==> src/rtl/ifft_butterfly_dif_if.sv <==
// Handshake and sample bus of the inverse DIF radix-2 butterfly.
// The slave modport is the butterfly; master is the side that feeds and drains it.
interface ifft_butterfly_dif_if #(
   parameter int DATA_WIDTH = 16,
   parameter int MUTI       = 1
);
   localparam int W = MUTI * DATA_WIDTH;

   logic                in_valid;
   logic                in_ready;
   logic signed [W-1:0] xp_real;
   logic signed [W-1:0] xp_imag;
   logic signed [W-1:0] xq_real;
   logic signed [W-1:0] xq_imag;
   logic signed [14:0]  factor_real;
   logic signed [14:0]  factor_imag;
   logic                out_valid;
   logic                out_ready;
   logic signed [W-1:0] yp_real;
   logic signed [W-1:0] yp_imag;
   logic signed [W-1:0] yq_real;
   logic signed [W-1:0] yq_imag;

   modport master (
      output in_valid, xp_real, xp_imag, xq_real, xq_imag, factor_real, factor_imag, out_ready,
      input  in_ready, out_valid, yp_real, yp_imag, yq_real, yq_imag
   );

   modport slave (
      input  in_valid, xp_real, xp_imag, xq_real, xq_imag, factor_real, factor_imag, out_ready,
      output in_ready, out_valid, yp_real, yp_imag, yq_real, yq_imag
   );
endinterface

==> src/rtl/ifft_butterfly_dif.sv <==
// Radix-2 DIF inverse butterfly: yp = (xp+xq)/2, yq = (xp-xq)*conj(factor)/2.
// Three-stage pipeline (add/sub, multiply, round/saturate) under one global advance.
module ifft_butterfly_dif #(
   parameter int DATA_WIDTH = 16,
   parameter int MUTI       = 1
) (
   input  logic                        clk,
   input  logic                        rst_n,
   ifft_butterfly_dif_if.slave         bus
);
   localparam int W  = MUTI * DATA_WIDTH;
   localparam int PW = W + 17;

   localparam logic signed [W:0]    ONE_HALF_LSB = {{W{1'b0}}, 1'b1};
   localparam logic signed [PW-1:0] Q14_ROUND    = {{(PW-14){1'b0}}, 1'b1, 13'd0};

   // Clamp a W+3 bit value into the signed W-bit range.
   function automatic logic signed [W-1:0] sat_w(input logic signed [W+2:0] v);
      if (v[W+2:W-1] == {4{v[W+2]}}) begin
         return v[W-1:0];
      end else if (v[W+2]) begin
         return {1'b1, {(W-1){1'b0}}};
      end else begin
         return {1'b0, {(W-1){1'b1}}};
      end
   endfunction

   logic                adv_s;

   logic                v1_r;
   logic signed [W:0]   s1r_r, s1i_r, d1r_r, d1i_r;
   logic signed [14:0]  f1r_r, f1i_r;

   logic                v2_r;
   logic signed [W:0]   s2r_r, s2i_r;
   logic signed [PW-1:0] p2r_r, p2i_r;

   logic                v3_r;
   logic signed [W-1:0] ypr_r, ypi_r, yqr_r, yqi_r;

   logic signed [W:0]    sr_s, si_s, dr_s, di_s;
   logic signed [PW-1:0] pr_s, pi_s;
   logic signed [W-1:0]  ypr_s, ypi_s, yqr_s, yqi_s;

   assign adv_s = !v3_r || bus.out_ready;

   // Stage 1 sum/difference of the inputs, one guard bit each.
   always_comb begin
      sr_s = (W+1)'(bus.xp_real) + (W+1)'(bus.xq_real);
      si_s = (W+1)'(bus.xp_imag) + (W+1)'(bus.xq_imag);
      dr_s = (W+1)'(bus.xp_real) - (W+1)'(bus.xq_real);
      di_s = (W+1)'(bus.xp_imag) - (W+1)'(bus.xq_imag);
   end

   // Stage 2 complex multiply of the difference by the conjugated twiddle.
   always_comb begin
      pr_s = PW'(d1r_r) * PW'(f1r_r) + PW'(d1i_r) * PW'(f1i_r);
      pi_s = PW'(d1i_r) * PW'(f1r_r) - PW'(d1r_r) * PW'(f1i_r);
   end

   // Stage 3 round-half-up; the q path drops Q13 plus the /2 in one shift.
   always_comb begin
      ypr_s = W'((s2r_r + ONE_HALF_LSB) >>> 1);
      ypi_s = W'((s2i_r + ONE_HALF_LSB) >>> 1);
      yqr_s = sat_w((W+3)'((p2r_r + Q14_ROUND) >>> 14));
      yqi_s = sat_w((W+3)'((p2i_r + Q14_ROUND) >>> 14));
   end

   // Pipeline registers; every stage shifts together on adv_s, otherwise holds.
   always_ff @(posedge clk or negedge rst_n) begin
      if (!rst_n) begin
         v1_r  <= 1'b0;
         s1r_r <= '0;
         s1i_r <= '0;
         d1r_r <= '0;
         d1i_r <= '0;
         f1r_r <= '0;
         f1i_r <= '0;
         v2_r  <= 1'b0;
         s2r_r <= '0;
         s2i_r <= '0;
         p2r_r <= '0;
         p2i_r <= '0;
         v3_r  <= 1'b0;
         ypr_r <= '0;
         ypi_r <= '0;
         yqr_r <= '0;
         yqi_r <= '0;
      end else if (adv_s) begin
         v1_r  <= bus.in_valid;
         s1r_r <= sr_s;
         s1i_r <= si_s;
         d1r_r <= dr_s;
         d1i_r <= di_s;
         f1r_r <= bus.factor_real;
         f1i_r <= bus.factor_imag;
         v2_r  <= v1_r;
         s2r_r <= s1r_r;
         s2i_r <= s1i_r;
         p2r_r <= pr_s;
         p2i_r <= pi_s;
         v3_r  <= v2_r;
         ypr_r <= ypr_s;
         ypi_r <= ypi_s;
         yqr_r <= yqr_s;
         yqi_r <= yqi_s;
      end
   end

   assign bus.in_ready  = adv_s;
   assign bus.out_valid = v3_r;
   assign bus.yp_real   = ypr_r;
   assign bus.yp_imag   = ypi_r;
   assign bus.yq_real   = yqr_r;
   assign bus.yq_imag   = yqi_r;
endmodule

==> src/flat_wrapper.sv <==
// flat-port wrapper written by rule: the top's interface ports become plain ports
module ifft_butterfly_dif_flat 
#(
   parameter int DATA_WIDTH = 16,
   parameter int MUTI       = 1
)
  (clk, rst_n, bus_in_valid, bus_xp_real, bus_xp_imag, bus_xq_real, bus_xq_imag, bus_factor_real, bus_factor_imag, bus_out_ready, bus_in_ready, bus_out_valid, bus_yp_real, bus_yp_imag, bus_yq_real, bus_yq_imag);
  ifft_butterfly_dif_if #(.DATA_WIDTH(DATA_WIDTH), .MUTI(MUTI)) bus_i ();
  input  logic clk;
  input  logic rst_n;
  input wire logic [$bits(bus_i.in_valid)-1:0] bus_in_valid;
  input wire logic [$bits(bus_i.xp_real)-1:0] bus_xp_real;
  input wire logic [$bits(bus_i.xp_imag)-1:0] bus_xp_imag;
  input wire logic [$bits(bus_i.xq_real)-1:0] bus_xq_real;
  input wire logic [$bits(bus_i.xq_imag)-1:0] bus_xq_imag;
  input wire logic [$bits(bus_i.factor_real)-1:0] bus_factor_real;
  input wire logic [$bits(bus_i.factor_imag)-1:0] bus_factor_imag;
  input wire logic [$bits(bus_i.out_ready)-1:0] bus_out_ready;
  output wire logic [$bits(bus_i.in_ready)-1:0] bus_in_ready;
  output wire logic [$bits(bus_i.out_valid)-1:0] bus_out_valid;
  output wire logic [$bits(bus_i.yp_real)-1:0] bus_yp_real;
  output wire logic [$bits(bus_i.yp_imag)-1:0] bus_yp_imag;
  output wire logic [$bits(bus_i.yq_real)-1:0] bus_yq_real;
  output wire logic [$bits(bus_i.yq_imag)-1:0] bus_yq_imag;
  assign bus_i.in_valid = bus_in_valid;
  assign bus_i.xp_real = bus_xp_real;
  assign bus_i.xp_imag = bus_xp_imag;
  assign bus_i.xq_real = bus_xq_real;
  assign bus_i.xq_imag = bus_xq_imag;
  assign bus_i.factor_real = bus_factor_real;
  assign bus_i.factor_imag = bus_factor_imag;
  assign bus_i.out_ready = bus_out_ready;
  assign bus_in_ready = bus_i.in_ready;
  assign bus_out_valid = bus_i.out_valid;
  assign bus_yp_real = bus_i.yp_real;
  assign bus_yp_imag = bus_i.yp_imag;
  assign bus_yq_real = bus_i.yq_real;
  assign bus_yq_imag = bus_i.yq_imag;
  ifft_butterfly_dif #(.DATA_WIDTH(DATA_WIDTH), .MUTI(MUTI)) u_core (.clk(clk), .rst_n(rst_n), .bus(bus_i));
endmodule
==> config.mk <==
export PLATFORM = sky130hd
export DESIGN_NAME = ifft_butterfly_dif_flat
export DESIGN_NICKNAME = d
export VERILOG_FILES = /design/src/rtl/ifft_butterfly_dif_if.sv /design/src/rtl/ifft_butterfly_dif.sv /design/src/flat_wrapper.sv
export SDC_FILE = /design/constraint.sdc
export NUM_CORES = 2
export LEC_CHECK = 0
export CAP_MARGIN = 20
export CORE_AREA = 2 2 369 371
export CTS_CLUSTER_SIZE = 20
export DETAILED_ROUTE_END_ITERATION = 8
export DIE_AREA = 0 0 371 373
export GPL_TIMING_DRIVEN = 0
export PLACE_DENSITY_LB_ADDON = 0.1
export RECOVER_POWER = 100
export SKIP_CTS_REPAIR_TIMING = 1
export SLEW_MARGIN = 20
export SYNTH_ARGS = -nofsm -noshare
export SYNTH_HDL_FRONTEND = slang
export SYNTH_SLANG_ARGS = --single-unit
==> constraint.sdc <==
create_clock -name clk -period 7.5 [get_ports clk]
set_input_delay 1.5 -clock clk [delete_from_list [all_inputs] [get_ports clk]]
set_output_delay 1.5 -clock clk [all_outputs]
set_load 0.03 [all_outputs]
# --- After elaboration in Yosys (flattened, before gate mapping) ---
# Index checks and enable logic that the tools add are counted.
totals:
  input_bits: 98
  elab_cells: 39
  ff_bits: 265
  output_inout_bits: 66
op_classes:
  multipliers: 4
  eq_ne: 2
  mux: 4
  n_reduce_logical: 2
  add_sub_neg: 10
ops:
  columns: ["operator", "n"]
  rows:
  - ["$mul 17x15->32", 4]
  - ["$add 33x15->33 const B", 2]
  - ["$mux 16", 4]
  - ["$add 16x16->17", 2]
  - ["$add 17x2->17 const B", 2]
  - ["$sub 16x16->17", 2]
  - ["$add 33x33->33", 1]
  - ["$sub 33x33->33", 1]
  - ["$eq 3x3->1", 2]
  - ["$logic_not 1->1", 1]
  - ["$logic_or 1x1->1", 1]

# --- Longest topological paths before layout ---
depth:
  ltp_word: 3
  depth_mapped: 35
  mapped_depth_nobuf: 34

# --- Worst setup path before layout ---
# OpenSTA, ideal clock, no wires.
synth_timing:
  path_kind: "register to register"
  from: "register u_core.f1r_r[0]"
  to: "register u_core.p2i_r[32]"
  setup_time_ps: 65
  path_slack_ps: -202
  n_path_buf: 2
  t_arrival_ps: 7637
  required_time_ps: 7435
  path_stages_with_launch: 34
  period_less_slack_ps: 7702
  cell_sequence: "dfrtp_1 buf_2 clkbuf_1 nand2_1 fa_1 fa_1 inv_1 fa_1 fa_1 fa_1 inv_1 fa_1 inv_1 ha_1 a21o_1 a21o_1 a21oi_1 o221ai_1 a21o_1 a21o_1 a21oi_1 o2111ai_1 o311a_1 ha_1 a21o_1 a21o_1 a21o_1 a21oi_1 nor2_1 a21oi_1 o31ai_2 o41a_1 nor3b_1 o22a_1"
synth_via:
  elab_chain_cells: 2
synth_lines:
  columns: ["item", "line_no", "rtl"]
  rows:
  - ["start, declared", "ifft_butterfly_dif.sv:32", "logic signed [14:0] f1r_r, f1i_r;"]
  - ["start signal, assigned", "ifft_butterfly_dif.sv:95", "f1r_r <= bus.factor_real;"]
  - ["$mul 17x15->32", "ifft_butterfly_dif.sv:58", "pi_s = PW'(d1i_r) * PW'(f1r_r) - PW'(d1r_r) * PW'(f1i_r);"]
  - ["$sub 33x33->33", "ifft_butterfly_dif.sv:58", null]
  - ["end signal, assigned", "ifft_butterfly_dif.sv:101", "p2i_r <= pi_s;"]
  - ["end, declared", "ifft_butterfly_dif.sv:36", "logic signed [PW-1:0] p2r_r, p2i_r;"]
# Every way passes these cells.
# A chain may end at the register's enable or synchronous reset.

# --- Final worst setup path ---
layout_timing:
  from: "register u_core.f1i_r[10]"
  to: "register u_core.p2i_r[31]"
layout_via:
  elab_chain_cells: 2
layout_lines:
  columns: ["item", "line_no", "rtl"]
  rows:
  - ["start, declared", "ifft_butterfly_dif.sv:32", null]
  - ["start signal, assigned", "ifft_butterfly_dif.sv:96", "f1i_r <= bus.factor_imag;"]
  - ["$mul 17x15->32", "ifft_butterfly_dif.sv:58", null]
  - ["$sub 33x33->33", "ifft_butterfly_dif.sv:58", null]
# Every way passes these cells.

==> impl_metrics.csv <==
group,metric,value,unit
critical_path,cp-end-kind,"flop",
timing,rsz_0062_raised_after_global_routing,"yes",
critical_path,critical_path.max_stage_delay,540,ps
final_layout,nNetsFinal,7920,
floorplanning,start_util,0.396,
critical_path,crit_fanout,10,
min_path,holdCritPathClass,"flop to flop",
route,met3RoutedLength,18700,um
yosys,ys_types,94,
placed_design,finalWeightedCongestion,0.980,
grt,grt_antenna_before_repair,20,
critical_path,critical_path.most_common_cell,"fa_1",
placed_design,placement.io_buffers,163,
clock_network,clock_latency,620,ps
outcome,status,"finished with violations",
outcome,violations,"max-capacitance violations, max-slew violations, negative setup slack",
critical_path,worstSetupEndpoint,"u_core.p2i_r[31]",
route,detail_route.wirelength,197000,um
critical_path,critical_path_class,"flop to flop",
critical_path,critical_path_required,7960,ps
grt,grt_first_pass_wirelength,288000,um
final_layout,area.growth.synth_to_final,16.0,%
yosys,synth-edff-count,0,
route,drc_errors,0,
clock_network,h-tree-depth,2,
clock_network,clkSinkCount,237,
grt,groute.usage.overall,0.288,
critical_path,ff2ff_path_depth,32,
floorplanning,row_count,135,
final_layout,drive_above_1_share,0.103,
placed_design,place_hpwl,158000,um
critical_path,worstReg2RegEnd,"u_core.p2i_r[31]",
route,met2RoutedLength,87200,um
yosys,synth_nets,7620,
yosys,synth.yosys.warnings,0,
timing,setup_slack,-787,ps
critical_path,timing.critical_path.buf_inv,5,
yosys,synthCells,6052,
timing,worst-slew-pin-transition,3300,ps
critical_path,path_depth,32,
yosys,post_synth.cell_area_avg,8.81,um^2
final_layout,layout_common_cells,"inv_1, fa_1, nand2_1",
route,detail_route.iter0.violations,3273,
yosys,dominantRegCellSynth,"dfrtp_1",
yosys,netlist_area,0.0533,mm^2
route,detailroute.via_count,42700,
timing,final_hold_viol_count,0,
yosys,ys_ff_latch,237,
final_layout,most_common_library_cell_in_the_layout_ignoring_fill_and_taps,"inv_1",
route,antenna_violating_nets_post_route,0,
critical_path,cp-start-kind,"flop",
clock_network,ctsRootBufferMaster,"clkbuf_16",
grt,grt.overflow.total,0,
clock_network,tritoncts,"done",
route,met1Wirelength,82300,um
critical_path,crit_family,"adder cells",
timing,timing.final.setup_violations,27,
route,vias_per_cell,5.22,
floorplanning,core-area,0.135,mm^2
critical_path,cpMaxStageDelayCell,"fa_1",
yosys,synth-seq-area-share,0.111,
route,highest-signal-layer,"met5",
timing,max_freq,121,MHz
min_path,worst_hold_startpoint,"u_core.s1i_r[12]",
grt,grt_start_max_net_pins,92,
floorplanning,die_height,373,um
critical_path,timing.critical_path.from,"u_core.f1i_r[10]",
run,max_cap_viol_count,4,
timing,timing.final.max_slew_violations,108,
final_layout,finalCoreUtilization,0.459,
critical_path,data_arrival_time_of_the_worst_path,8750,ps
critical_path,launch_point_of_the_worst_reg_to_reg_path,"u_core.f1i_r[10]",
timing,worst_clock_skew,49.0,ps
floorplanning,ios,164,
timing,post-route-min-period,8290,ps
route,drtPass1Iterations,5,
clock_network,clock_input_transition_at_the_sequential_cells_of_the_worst_setup_and_hold_paths,60,ps
timing,final_min_period_over_clock_period,1.10,
critical_path,timing.reg2reg.setup_slack,-790,ps
timing,holdWs,434,ps
yosys,synth_async_sr_flop_share,1.00,
route,wire_per_inst,24.1,um
clock_network,tritoncts_buffer_count,35,
clock_network,clk_path_buf_depth,3,
floorplanning,die-width,371,um
grt,grt_pass1_vias,43200,
timing,timing.slew.headroom,-1.20,
floorplanning,die_area,0.138,mm^2
## layout make-up
type,instances,area [um^2]
Antenna cell,15,37.5
Buffer,272,2160
Clock buffer,45,986
Clock inverter,13,175
Fill cell,13300,72800
Inverter,1327,4990
Multi-Input combinational cell,4211,42700
Sequential cell,237,6010
Tap cell,1781,2230
Timing Repair Buffer,268,2510
## worst min-delay path by stage
stage                                  end  slack [ps]  depth (start not counted)
final                     u_core.s2i_r[12]         430                          2
after global routing      u_core.s2i_r[12]         460                          2
after CTS                 u_core.s2i_r[12]         430                          2
after detailed placement       u_core.v2_r         460                          2
after global placement         u_core.v2_r         440                          2
after floorplan                u_core.v2_r         430                          2
## Yosys cell counts, types with 10 or more instances
master / number / area share
inv_1: 1323 / 0.093
fa_1: 996 / 0.37
nand2_1: 887 / 0.062
ha_1: 474 / 0.11
and2_1: 451 / 0.053
clkbuf_1: 259 / 0.018
dfrtp_1: 237 / 0.11
nor2_1: 190 / 0.013
a21oi_1: 176 / 0.017
xnor2_1: 169 / 0.028
o21ai_0: 137 / 0.013
xor2_1: 89 / 0.015
a21o_1: 85 / 0.012
nand3_1: 56 / 0.0053
nand2b_1: 48 / 0.0056
nor3_1: 34 / 0.0032
a211oi_1: 33 / 0.0046
o31ai_1: 31 / 0.0044
o21a_1: 25 / 0.0035
and3_1: 23 / 0.0027
nand4_1: 23 / 0.0027
nor2b_1: 22 / 0.0026
a211oi_2: 21 / 0.0049
o21bai_1: 21 / 0.0030
or3_1: 20 / 0.0023
o21ai_1: 14 / 0.0013
a31oi_1: 13 / 0.0015
o211ai_1: 13 / 0.0018
nor3b_1: 12 / 0.0017
or2_2: 10 / 0.0012
## sequential cells by signal (all words and copies together), names as in the netlist, 17 cells and up
signal        count
u_core.s2i_r     17
u_core.s1r_r     17
u_core.p2r_r     20
u_core.s1i_r     17
u_core.p2i_r     20
u_core.s2r_r     17
## per-stage QoR
| stage | worst slack, ps | TNS [ps] | cells | area (um^2) |
|---|---|---|---|---|
| detailed placement | -2310 | -61500 | 8002 | 57400 |
| finish | -787 | -10840 | 8169 | 61800 |
| CTS | -2290 | -62400 | 8060 | 58500 |
| global placement | -6840 | -1665490 | 7996 | 57200 |
| floorplan | -6.13 | -6.13 | 6052 | 53400 |
| global route | -984 | -46070 | 8157 | 61800 |
## per-layer routing
layer	global-route usage	vias up
met4	0.106	8
met1	0.392	21700
met2	0.438	1701
met5	0	-
li1	-	18900
met3	0.0801	277
## worst register-to-register path: cells and delay by family, from the launching register on
kind	cells	cell delay, ps
buf+inv	5	420
flops	1	520
xor+xnor	2	510
compound gates	14	2730
simple gates	3	510
fa+ha+maj	8	3460
## cell families (layout without fill, tap and decap cells)
| logic type | count (synthesis) | count (layout) | share of synthesized area |
|---|---|---|---|
| simple gates | 1821 | 1821 | 0.163 |
| buf+inv | 1604 | 1925 | 0.114 |
| fa+ha+maj | 1470 | 1470 | 0.485 |
| compound gates | 654 | 654 | 0.0820 |
| xor+xnor | 258 | 258 | 0.0424 |
| flops | 237 | 237 | 0.111 |
| mux | 8 | 8 | 0.00157 |
| other cells | 0 | 15 | 0 |
Power is left out: the tool's default activity adds up to more than one toggle a clock period on the data nets, which glitch-free logic cannot reach.
